### src/rtl/wordle_guess_scorer_pkg.sv
// Shared definitions for the Wordle guess scorer: colour codes, FSM states and
// default word geometry.
package wordle_guess_scorer_pkg;

  localparam int DEF_LETTER_W    = 8;
  localparam int DEF_WORD_LEN    = 5;
  localparam int DEF_MAX_GUESSES = 6;

  localparam logic [1:0] COL_GRAY   = 2'b00;
  localparam logic [1:0] COL_YELLOW = 2'b01;
  localparam logic [1:0] COL_GREEN  = 2'b10;

  typedef enum logic [2:0] {
    ST_IDLE   = 3'd0,
    ST_GREEN  = 3'd1,
    ST_YELLOW = 3'd2,
    ST_WRITE  = 3'd3,
    ST_DONE   = 3'd4,
    ST_OVER   = 3'd5
  } state_t;

endpackage

### src/rtl/wordle_guess_scorer.sv
// Scores one guess against the secret word (green pass, then exhaustive yellow
// pass), streams tile colours to the VGA tile store and tracks win/lose.
module wordle_guess_scorer
  import wordle_guess_scorer_pkg::*;
#(
  parameter int LETTER_W    = DEF_LETTER_W,
  parameter int WORD_LEN    = DEF_WORD_LEN,
  parameter int MAX_GUESSES = DEF_MAX_GUESSES
) (
  input  logic                         board_clk,
  input  logic                         reset,
  input  logic                         new_game,
  input  logic                         start,
  input  logic [WORD_LEN*LETTER_W-1:0] guess,
  input  logic [WORD_LEN*LETTER_W-1:0] secret,
  output logic                         busy,
  output logic                         done,
  output logic [2*WORD_LEN-1:0]        result,
  output logic [2:0]                   guess_num,
  output logic                         win,
  output logic                         lose,
  output logic                         wr_en,
  output logic [2:0]                   wr_row,
  output logic [2:0]                   wr_col,
  output logic [1:0]                   wr_color
);

  localparam int               WORD_W    = WORD_LEN * LETTER_W;
  localparam int               RES_W     = 2 * WORD_LEN;
  localparam logic [2:0]       LAST      = 3'(WORD_LEN - 1);
  localparam logic [2:0]       MAX_GN    = 3'(MAX_GUESSES);
  localparam logic [RES_W-1:0] ALL_GREEN = {WORD_LEN{COL_GREEN}};

  function automatic logic [LETTER_W-1:0] letter_at(input logic [WORD_W-1:0] w, input logic [2:0] idx);
    return w[LETTER_W*int'(idx) +: LETTER_W];
  endfunction

  function automatic logic [1:0] color_at(input logic [RES_W-1:0] r, input logic [2:0] idx);
    return r[2*int'(idx) +: 2];
  endfunction

  state_t                state_r, state_nx;
  logic [WORD_W-1:0]     g_r, g_nx, s_r, s_nx;
  logic [RES_W-1:0]      res_r, res_nx, result_r, result_nx;
  logic [WORD_LEN-1:0]   used_r, used_nx;
  logic [2:0]            i_r, i_nx, j_r, j_nx;
  logic [2:0]            guess_num_r, guess_num_nx;
  logic                  win_r, win_nx, lose_r, lose_nx;
  logic                  busy_r, busy_nx, done_r, done_nx;
  logic                  wr_en_r, wr_en_nx;
  logic [2:0]            wr_row_r, wr_row_nx, wr_col_r, wr_col_nx;
  logic [1:0]            wr_color_r, wr_color_nx;
  logic                  all_green_s;

  assign all_green_s = (res_r == ALL_GREEN);

  // Next-state and next-output logic; new_game overrides every state.
  always_comb begin
    state_nx     = state_r;
    g_nx         = g_r;
    s_nx         = s_r;
    res_nx       = res_r;
    result_nx    = result_r;
    used_nx      = used_r;
    i_nx         = i_r;
    j_nx         = j_r;
    guess_num_nx = guess_num_r;
    win_nx       = win_r;
    lose_nx      = lose_r;
    busy_nx      = busy_r;
    done_nx      = 1'b0;
    wr_en_nx     = 1'b0;
    wr_row_nx    = wr_row_r;
    wr_col_nx    = wr_col_r;
    wr_color_nx  = wr_color_r;
    if (new_game) begin
      state_nx     = ST_IDLE;
      guess_num_nx = 3'd0;
      win_nx       = 1'b0;
      lose_nx      = 1'b0;
      busy_nx      = 1'b0;
    end else begin
      case (state_r)
        ST_IDLE: begin
          busy_nx = 1'b0;
          if (start) begin
            g_nx     = guess;
            s_nx     = secret;
            res_nx   = '0;
            used_nx  = '0;
            i_nx     = 3'd0;
            j_nx     = 3'd0;
            busy_nx  = 1'b1;
            state_nx = ST_GREEN;
          end else begin
            state_nx = ST_IDLE;
          end
        end
        ST_GREEN: begin
          if (letter_at(g_r, i_r) == letter_at(s_r, i_r)) begin
            res_nx[2*int'(i_r) +: 2] = COL_GREEN;
            used_nx[i_r]             = 1'b1;
          end else begin
            res_nx[2*int'(i_r) +: 2] = COL_GRAY;
          end
          if (i_r == LAST) begin
            i_nx     = 3'd0;
            j_nx     = 3'd0;
            state_nx = ST_YELLOW;
          end else begin
            i_nx = i_r + 3'd1;
          end
        end
        ST_YELLOW: begin
          // A letter that is already coloured claims nothing, so only the lowest j wins.
          if ((color_at(res_r, i_r) == COL_GRAY) && !used_r[j_r] &&
              (letter_at(g_r, i_r) == letter_at(s_r, j_r))) begin
            res_nx[2*int'(i_r) +: 2] = COL_YELLOW;
            used_nx[j_r]             = 1'b1;
          end else begin
            res_nx = res_r;
          end
          if (j_r != LAST) begin
            j_nx = j_r + 3'd1;
          end else if (i_r != LAST) begin
            j_nx = 3'd0;
            i_nx = i_r + 3'd1;
          end else begin
            j_nx        = 3'd0;
            i_nx        = 3'd0;
            wr_en_nx    = 1'b1;
            wr_row_nx   = guess_num_r;
            wr_col_nx   = 3'd0;
            wr_color_nx = color_at(res_nx, 3'd0);
            state_nx    = ST_WRITE;
          end
        end
        ST_WRITE: begin
          if (i_r == LAST) begin
            state_nx     = ST_DONE;
            done_nx      = 1'b1;
            result_nx    = res_r;
            guess_num_nx = guess_num_r + 3'd1;
            win_nx       = all_green_s;
            lose_nx      = !all_green_s && ((guess_num_r + 3'd1) == MAX_GN);
          end else begin
            i_nx        = i_r + 3'd1;
            wr_en_nx    = 1'b1;
            wr_col_nx   = i_r + 3'd1;
            wr_color_nx = color_at(res_r, i_r + 3'd1);
          end
        end
        ST_DONE: begin
          busy_nx  = 1'b0;
          state_nx = (win_r || lose_r) ? ST_OVER : ST_IDLE;
        end
        ST_OVER: begin
          busy_nx  = 1'b0;
          state_nx = ST_OVER;
        end
        default: begin
          busy_nx  = 1'b0;
          state_nx = ST_IDLE;
        end
      endcase
    end
  end

  // State and output registers with asynchronous clear.
  always_ff @(posedge board_clk or posedge reset) begin
    if (reset) begin
      state_r     <= ST_IDLE;
      g_r         <= '0;
      s_r         <= '0;
      res_r       <= '0;
      result_r    <= '0;
      used_r      <= '0;
      i_r         <= 3'd0;
      j_r         <= 3'd0;
      guess_num_r <= 3'd0;
      win_r       <= 1'b0;
      lose_r      <= 1'b0;
      busy_r      <= 1'b0;
      done_r      <= 1'b0;
      wr_en_r     <= 1'b0;
      wr_row_r    <= 3'd0;
      wr_col_r    <= 3'd0;
      wr_color_r  <= 2'b00;
    end else begin
      state_r     <= state_nx;
      g_r         <= g_nx;
      s_r         <= s_nx;
      res_r       <= res_nx;
      result_r    <= result_nx;
      used_r      <= used_nx;
      i_r         <= i_nx;
      j_r         <= j_nx;
      guess_num_r <= guess_num_nx;
      win_r       <= win_nx;
      lose_r      <= lose_nx;
      busy_r      <= busy_nx;
      done_r      <= done_nx;
      wr_en_r     <= wr_en_nx;
      wr_row_r    <= wr_row_nx;
      wr_col_r    <= wr_col_nx;
      wr_color_r  <= wr_color_nx;
    end
  end

  assign busy      = busy_r;
  assign done      = done_r;
  assign result    = result_r;
  assign guess_num = guess_num_r;
  assign win       = win_r;
  assign lose      = lose_r;
  assign wr_en     = wr_en_r;
  assign wr_row    = wr_row_r;
  assign wr_col    = wr_col_r;
  assign wr_color  = wr_color_r;

endmodule
### config.mk
export PLATFORM = sky130hd
export DESIGN_NAME = wordle_guess_scorer
export DESIGN_NICKNAME = d
export VERILOG_FILES = /design/src/rtl/wordle_guess_scorer_pkg.sv /design/src/rtl/wordle_guess_scorer.sv
export SDC_FILE = /design/constraint.sdc
export NUM_CORES = 1
export LEC_CHECK = 0
export BUFFER_PORTS_ARGS = -buffer_cell sky130_fd_sc_hd__buf_4
export CORE_ASPECT_RATIO = 0.5
export CORE_MARGIN = 10
export CORE_UTILIZATION = 57
export DETAILED_ROUTE_END_ITERATION = 16
export MAX_ROUTING_LAYER = met4
export PLACE_DENSITY_LB_ADDON = 0.1
export SYNTH_ARGS = -nofsm -noshare
export SYNTH_HDL_FRONTEND = slang
export SYNTH_SLANG_ARGS = --single-unit
### constraint.sdc
create_clock -name board_clk -period 4.9 [get_ports board_clk]
set_input_delay 0.735 -clock board_clk [delete_from_list [all_inputs] [get_ports board_clk]]
set_output_delay 0.735 -clock board_clk [all_outputs]
set_load 0.02 [all_outputs]
# Yosys cells after proc, flatten, opt, wreduce, memory -nomap -nowiden
# Index checks and enable logic that the tools add are counted.
# classes
addsub	4
mul	0
div_mod_pow	0
order_cmp	4
eq_ne	24
n_shift	9
n_mux	61
n_bitwise	5
reduce_logical	27
# op_table
op	n
indexed part select 40 x 7 -> 8 bit	3
indexed part select 2 x 33 -> 10 bit, first input constant	3
two-way mux 3 bit	18
negation 4 -> 33 bit	1
variable shift 2 x 33 -> 10 bit, first input constant	1
bitwise mux 10 bit	3
two-way mux 10 bit	3
case mux 10 bit (3 select lines)	1
indexed part select 10 x 5 -> 2 bit	2
two-way mux 1 bit	19
inequality test 3 bit, second input constant	6
case mux 3 bit (6 select lines)	1
equality test 8 bit	2
AND reduction 4 bit	4
two-way mux 5 bit	3
case mux 5 bit (3 select lines)	1
AND reduction 5 bit	3
inequality test 2 bit, second input constant	7
equality test 3 bit, second input constant	4
case mux 3 bit (4 select lines)	1
equality test 10 bit, second input constant	1
OR 5 bit	2
adder 3 x 1 -> 3 bit, second input constant	3
case mux 3 bit (3 select lines)	1
23 further kinds	41
# word_totals
register_bits	130
latchBits	0
mem_bits_rw	0
mem_bits_ro	0
input_bits	84
out_inout_bits	26
elab_cells	152
mem_count	0

# Logic depth before layout (Yosys ltp)
# Gate-level depths: netlist of run 1.
# logic_depth
depth_word	9
ltp_mapped	12
depth_no_buf	9

# Least setup slack after synthesis of run 1
# No wires, ideal clock.
# synth_path
kind	register -> register
start	register i_r[0]
end	register res_r[9]
arrival_ps	2417
t_required_ps	4836
setup_slack_ps	2419
path_stages_with_launch	10
n_path_buf	1
synth_period_minus_slack_ps	2481
path_cell_list	dfrtp_1 buf_6 mux4_2 a22oi_4 nor2_2 a2111oi_2 o2111ai_1 or4_4 o21ai_1 a21o_1
# synth_between
elab_chain_len	6
word_cells_on_any_way	21
cone_classes	1 x add/sub; 3 x eq/ne; 7 x shift; 6 x mux; 4 x reduce/logical
# synth_rtl
element	line_no	text
from (decl)	wordle_guess_scorer.sv:46	logic [2:0] i_r, i_nx, j_r, j_nx;
from (signal assigned)	wordle_guess_scorer.sv:196	i_r <= i_nx;
branches (longest 6 deep; another with indexed part select 40 x 7 -> 8 bit)	n/a	
to (signal assigned)	wordle_guess_scorer.sv:193	res_r <= res_nx;
to (decl)	wordle_guess_scorer.sv:44	logic [RES_W-1:0] res_r, res_nx, result_r, result_nx;
# Several ways; the timed one is not identified. The select of a mux whose other input is x is not followed.
# A chain may end at the register's enable or synchronous reset.

# Worst setup path after layout of run 1
# layout_path
start	register i_r[0]
end	register wr_color_r[0], in the netlist wr_color[0]
# layout_between
elab_chain_len	8
word_cells_on_any_way	22
cone_classes	2 x add/sub; 5 x eq/ne; 5 x shift; 6 x mux; 4 x reduce/logical
# layout_rtl
element	line_no	text
branches (longest 8 deep; another with indexed part select 40 x 7 -> 8 bit)	n/a	
to (signal assigned)	wordle_guess_scorer.sv:206	wr_color_r <= wr_color_nx;
to (decl)	wordle_guess_scorer.sv:52	logic [1:0] wr_color_r, wr_color_nx;
# Several ways; the timed one is not identified. The select of a mux whose other input is x is not followed.

==> summary.txt, run 1 <==
Status
  – Run status: complete, no violations

Timing
  – Hold violation total from the final report: 0
  – Final sum of negative setup slack: 0 ns
  – RSZ-0062 raised after global routing: false
  – Highest achievable clock rate: between 200 and 300 MHz
  – Remaining max-slew budget at the tightest pin: 0.345
  – Actual transition at the worst max-transition pin: 0.981 ns
  – Number of setup violations in the final report: 0
  – Post-route worst hold slack: 0.274 ns
  – Skew final: 0.00916 ns
  – Max Transition Viols Final: 0
  – Final period util: 0.736
  – Min Clock Period, post-route: 3.61 ns

Global routing
  – Maximum number of pins on one net before global-route repair: 58
  – Via count of the first global-routing pass: roughly 5600
  – Aggregate global routing overflow: 0
  – First-pass GRT wire length: 30300 um
  – Overall global routing resource usage: 0.222
  – Antenna violations before repair: 0

Die
  – Initial core utilization: 0.587
  – Number of placement rows: 28
  – Die W: 177 um
  – Die height: 98.3 um
  – Area enclosed by the die boundary: 17400 um2
  – Area of the core region: 11900 um2
  – I/O pin total: 110

Setup path
  – Crit. End Element: flip-flop
  – Arrival time of the worst setup path: 3.92 ns
  – Critical path class: flip-flop to flip-flop
  – Worst-path cell chain: clkinv_1 > ha_1 > ha_1 > nor4_1 > nand3_1 > nor4_1 > nor3_1 > o31ai_1
  – Data required time at the worst endpoint: 5.21 ns
  – Highest net fanout along the worst path: 15
  – Critical path startpoint category: flip-flop
  – Slowest cell on crit path: sky130_fd_sc_hd__dfrtp_1
  – Worst stage delay on the critical path: 0.77 ns

Clocking
  – Clock Path Buffers: 2
  – Clock slew seen by the registers of the worst setup and hold paths: 0.06 ns
  – Clock insertion delay at the later pin of the skew report: 0.41 ns
  – CTS Buf Count: 17
  – Clock tree from TritonCTS: yes
  – Sinks on Clock Net: 130
  – Setup Fix Bufs, Post-CTS: 0
  – Post_cts resized: 0
  – Root cell of the clock tree: sky130_fd_sc_hd__clkbuf_16
  – Quantity of hold-fixing buffers added after cts: 0
  – H-Tree Depth: 4

Pwr
  – Worst supply voltage drop on vdd: 0.243 mV
  – Tot Pwr: 4110 uW
  – Leak pwr: 0.00366 uW
  – Cell Pwr Density: 483 nW/um2

Synthesis
  – Count of distinct cell types in the synthesized netlist: 58
  – Post-Synthesis Net Count: 727
  – Portion of the post-synthesis area used by sequential elements: 0.465
  – Number of enable flip-flop cells after synthesis: 0
  – Top cell types by occurrence after synthesis: sky130_fd_sc_hd__dfrtp_1, sky130_fd_sc_hd__mux2_2, sky130_fd_sc_hd__nand2_1
  – Library cell with the highest instance count after synthesis: sky130_fd_sc_hd__dfrtp_1
  – Largest area contributor in the netlist: sky130_fd_sc_hd__dfrtp_1
  – Area share of the leading cell type in the synthesized netlist: 0.465
  – Syn Inst Count: between 600 and 700
  – Fraction of synthesis flops using an asynchronous set or reset pin: 1.00
  – Most area-consuming cells after synthesis: sky130_fd_sc_hd__dfrtp_1, sky130_fd_sc_hd__mux2_2, sky130_fd_sc_hd__mux2i_1, sky130_fd_sc_hd__o21ai_0, sky130_fd_sc_hd__nand2_1
  – Leading register cell type out of synthesis: sky130_fd_sc_hd__dfrtp_1
  – Cell area after synthesis: 6990 um2
  – Post-Synthesis Mean Instance Area: ~11 um2
  – Number of storage elements in the synthesis netlist: 130
  – Syn. warnings: 0

Placement
  – Count of input and output buffers: 109
  – Final Wtd Congestion: 0.934
  – Detailed-placement wirelength estimate: 13600 um

Finish
  – Synthesis-to-layout area growth: 21.8%
  – Fin nets: slightly above 800
  – Count of antenna diodes in the layout: 0
  – Ratio of cells with drive above 1 in the final layout: 0.356

Route
  – Vias per std cell: between 6 and 7
  – Total via count in the routed design: between 5000 and 6000
  – 1st-iter DRT viols: 532
  – Remaining antenna violation count: 0
  – DR DRC count: 0
  – Average wire per standard cell: a little over 20 um
  – Length of the first detailed-routing pass in iterations: 5
  – Wirelength, routed: roughly 19000 um

Run
  – Max-capacitance violation count: 0

Min path
  – Worst min-delay path class: primary input to asynchronous set/reset pin
-- per-stage QoR --
step,util,area [um2],worst slack (ns),std cells
2_1_floorplan,-,6990,0.696,631
3_3_place_gp,0.664,7910,1.56,875
3_5_place_dp,0.664,7910,1.47,875
4_1_cts,0.715,8510,1.43,907
5_1_grt,0.715,8510,1.02,907
6_report,0.715,8510,1.29,907
-- final cells by class --
cell class | count | area (um2)
clock buffer | 20 | 447
clock inverter | 12 | 158
fill | 866 | 3400
inverter | 13 | 51.3
multi-input combinational | 450 | 3520
sequential | 130 | 3250
tap | 165 | 206
timing repair buffer | 117 | 878
-- worst max-delay path, delay by kind of cell (launching register included) --
kind            cells  cell delay [ns]
compound gates      1             0.26
fa+ha+maj           2             0.74
buf+inv             1             0.56
simple gates        4             1.16
flops               1             0.77
-- registers in the layout, summed over array words and instances, names as in the netlist --
name	cells
g_r	40
s_r	40
res_r	10
result	10
used_r	5
guess_num	3
i_r	3
j_r	3
state_r	3
wr_col	3
wr_row	3
wr_color	2
busy	1
done	1
lose	1
win	1
wr_en	1
-- cells by family (layout without fill, tap and decap cells) --
logic type | Yosys count | after routing | synth area share
AOI/OAI and AO/OA | 128 | 128 | 0.119
xor gates and xnor gates | 18 | 18 | 0.0225
adders and majority gates | 12 | 12 | 0.0215
buffers and inverters | 51 | 162 | 0.0331
DFF | 130 | 130 | 0.465
muxes | 140 | 140 | 0.232
and+or+nand+nor | 152 | 152 | 0.107
-- report_power, final --
group          internal, uW  switching, uW
clock                   815            480
combinational           607            605
sequential             1340            262
-- cells in the final DEF, fill, tap and decap left out, drive strengths merged, types with 5 or more instances in the layout --
cell / n
nor2b: 7
o21ai: 43
clkbuf: 20
mux4: 7
a21oi: 25
mux2: 99
xor2: 7
nand2: 50
buf: 117
nor2: 30
xnor2: 11
nand2b: 7
nor3: 20
inv: 13
ha: 12
nand3: 12
a31oi: 6
nor4: 8
dfrtp: 130
o31ai: 10
mux2i: 34
clkinv: 6
o22ai: 8
a22oi: 5
a211oi: 6
-- layer usage --
| layer | vias up | wire (um) | global-route usage |
|---|---|---|---|
| met1 | 2704 | 8880 | 0.299 |
| li1 | 2511 | - | - |
| met5 | - | 0 | - |
| met4 | 0 | 244 | 0.0610 |
| met2 | 225 | 8090 | 0.320 |
| met3 | 27 | 1330 | 0.0642 |
-- worst paths after layout --
check,start,end,slack (ns),depth (start not counted)
setup / recovery,i_r[0],wr_color[0],1.29,8
hold / removal,reset,guess_num[0],0.27,2
setup reg to reg,i_r[0],wr_color[0],1.29,8
hold reg to reg,wr_color[1],wr_color[1],0.48,2
max in group asynchronous,reset,s_r[39],3.61,3
min in group board_clk,wr_color[1],wr_color[1],0.48,2
(Power assumes the default switching activity.)
==> inputs of run 2 (changes only) <==
- CORE_UTILIZATION: 57 -> 52
- clock period: 4.9 -> 2.9 ns (I/O delays scaled with it)
==> summary.txt, run 2 (same netlist as run 1, synthesis figures left out) <==
Setup path
  – Crit-path leading delay family: compound AO/OA/AOI/OAI gates
  – Critical path startpoint category: flip-flop
  – Highest net fanout along the worst path: 10
  – Worst stage delay on the critical path: 0.45 ns
  – Critical path class: flip-flop to flip-flop
  – Slowest cell on crit path: sky130_fd_sc_hd__dfrtp_2
  – Count of buffer and inverter cells on the critical path: 1
  – Arrival time of the worst setup path: 3.12 ns
  – Data required time at the worst endpoint: 3.21 ns
  – Crit. End Element: flip-flop
  – Worst-path cell chain: buf_4 > or2_2 > o22ai_1 > a21oi_1 > xnor2_1 > o2111ai_2 > o31ai_4 > nand2_1 > o32ai_1

Finish
  – Most used cells in the layout excluding fill and tap cells: sky130_fd_sc_hd__buf_4, sky130_fd_sc_hd__dfrtp_1, sky130_fd_sc_hd__mux2_2
  – Ratio of cells with drive above 1 in the final layout: 0.408
  – Fill cell instance count of the final layout: approximately 1000
  – Count of antenna diodes in the layout: 0
  – Area taken by multi-input logic gates: 3570 um2
  – Fin nets: about 870
  – Synthesis-to-layout area growth: 27.2%
  – Final instance area: 8890 um2
  – Storage element area: about 3300 um2
  – Final design utilization: 0.688
  – Registers with the most flip-flops: g_r: 40 flops, s_r: 40 flops
  – Most common library cell in the layout ignoring fill and taps: sky130_fd_sc_hd__buf_4

Timing
  – Actual transition at the worst max-transition pin: around 0.77 ns
  – Number of setup violations in the final report: 0
  – Post-route worst hold slack: 0.137 ns
  – Final period util: 0.967
  – Crit path setup slack, layout: 0.0956 ns
  – Max Transition Viols Final: 0
  – RSZ-0062 raised after global routing: true
  – Min Clock Period, post-route: 2.80 ns
  – Hold violation total from the final report: 0
  – Remaining max-slew budget at the tightest pin: 0.484
  – Skew final: 0.0101 ns
  – Highest achievable clock rate: around 360 MHz

Global routing
  – Overall global routing resource usage: 0.220
  – First-pass GRT wire length: 31400 um
  – Aggregate global routing overflow: 0
  – Antenna violations before repair: 0
  – Maximum number of pins on one net before global-route repair: 131
  – Via count of the first global-routing pass: 5681

Pwr
  – Net switching fraction of the power: 0.350
  – Part of the total power dissipated in combinational logic: 0.345
  – Cell Pwr Density: 793 nW/um2
  – Leak pwr: between 0.003 and 0.004 uW
  – Relative contribution of the clock network to total power: 0.281
  – Tot Pwr: 7060 uW
  – Worst supply voltage drop on vdd: between 0.4 and 0.5 mV
  – Part of the total power dissipated in sequential elements: 0.374
  – Switching component of the power: 2470 uW
  – Internal power component: 4590 uW

Run
  – Max-capacitance violation count: 0

Route
  – Length of the first detailed-routing pass in iterations: 5
  – Average wire per standard cell: 20.5 um
  – Remaining antenna violation count: 0
  – Total via count in the routed design: approximately 5500
  – Wirelength, routed: between 15000 and 20000 um
  – Vias per std cell: ~5.8
  – 1st-iter DRT viols: 430
  – DR DRC count: 0

Die
  – Initial core utilization: 0.541
  – Die height: 102 um
  – I/O pin total: 110
  – Area of the core region: around 13000 um2
  – Number of placement rows: 29
  – Area enclosed by the die boundary: 18800 um2
  – Die W: 184 um

Placement
  – Final Wtd Congestion: 0.920
  – Detailed-placement wirelength estimate: 14700 um
  – Setup WS pre-CTS: 0.0357 ns
  – Cell area after placement: 8300 um2
  – Count of input and output buffers: roughly 110

Clocking
  – H-Tree Depth: 4
  – Clock slew seen by the registers of the worst setup and hold paths: 0.06 ns
  – Clock tree from TritonCTS: yes
  – Root cell of the clock tree: sky130_fd_sc_hd__clkbuf_16
  – Sinks on Clock Net: 130
  – Setup Fix Bufs, Post-CTS: 0
  – CTS Buf Count: 17
  – Clock Path Buffers: 2
  – Clock insertion delay at the later pin of the skew report: 0.43 ns
  – Quantity of hold-fixing buffers added after cts: 0

Status
  – Run status: complete, no violations

Min path
  – Worst min-delay path class: primary input to asynchronous set/reset pin
## run 2: worst register-to-register path, stage by stage, from the launching register on
cell,delay [ns]
sky130_fd_sc_hd__dfrtp_2,0.45
sky130_fd_sc_hd__buf_4,0.20
sky130_fd_sc_hd__or2_2,0.39
sky130_fd_sc_hd__o22ai_1,0.16
sky130_fd_sc_hd__a21oi_1,0.07
sky130_fd_sc_hd__xnor2_1,0.30
sky130_fd_sc_hd__o2111ai_2,0.25
sky130_fd_sc_hd__o31ai_4,0.36
sky130_fd_sc_hd__nand2_1,0.20
sky130_fd_sc_hd__o32ai_1,0.33
## run 2: path summary, 6_finish.rpt
path | from | endpoint | slack (ns) | cells after the start
min reg2reg | wr_col[2] | wr_col[2] | 0.48 | 2
max | i_r[0] | res_r[8] | 0.1 | 9
min | reset | guess_num[2] | 0.14 | 3
max reg2reg | i_r[0] | res_r[8] | 0.1 | 9
min in group board_clk | guess[16] | g_r[16] | 0.24 | 2
max in group asynchronous | reset | j_r[0] | 2.07 | 3
## run 2: cell type report
type                            instances  share of cell area
Timing Repair Buffer                  159               0.142
Clock inverter                         14              0.0120
Inverter                               13             0.00591
Multi-Input combinational cell        450               0.402
Clock buffer                           18              0.0483
Sequential cell                       130               0.366
Tap cell                              170              0.0239
## run 2: metal layers
metal,global-route usage,wire length [um],part of all wire
met5,-,0,0
met4,0.0575,245,0.013
met3,0.0559,1250,0.064
met2,0.314,8430,0.43
met1,0.304,9600,0.49
## run 2: stage by stage
step	cells	TNS, ns
2_1_floorplan	631	0
3_5_place_dp	922	0
6_report	954	0
3_3_place_gp	922	0
4_1_cts	954	0
5_1_grt	954	-0.0489
## run 2: repair_timing
item | 4_1_cts | 5_1_grt
pin swaps | 0 | 2
gates resized for setup | 1 | 17
setup endpoints to repair | 1 | 17
## run 2: power groups by stage
stage               clock network [uW]  logic, uW  registers (uW)
global placement                     0       2310            2640
floorplan                            0       1610            2500
detailed placement                   0       2320            2660
finish                            1980       2430            2640
global route                      2090       2640            2690
CTS                               2010       2340            2630
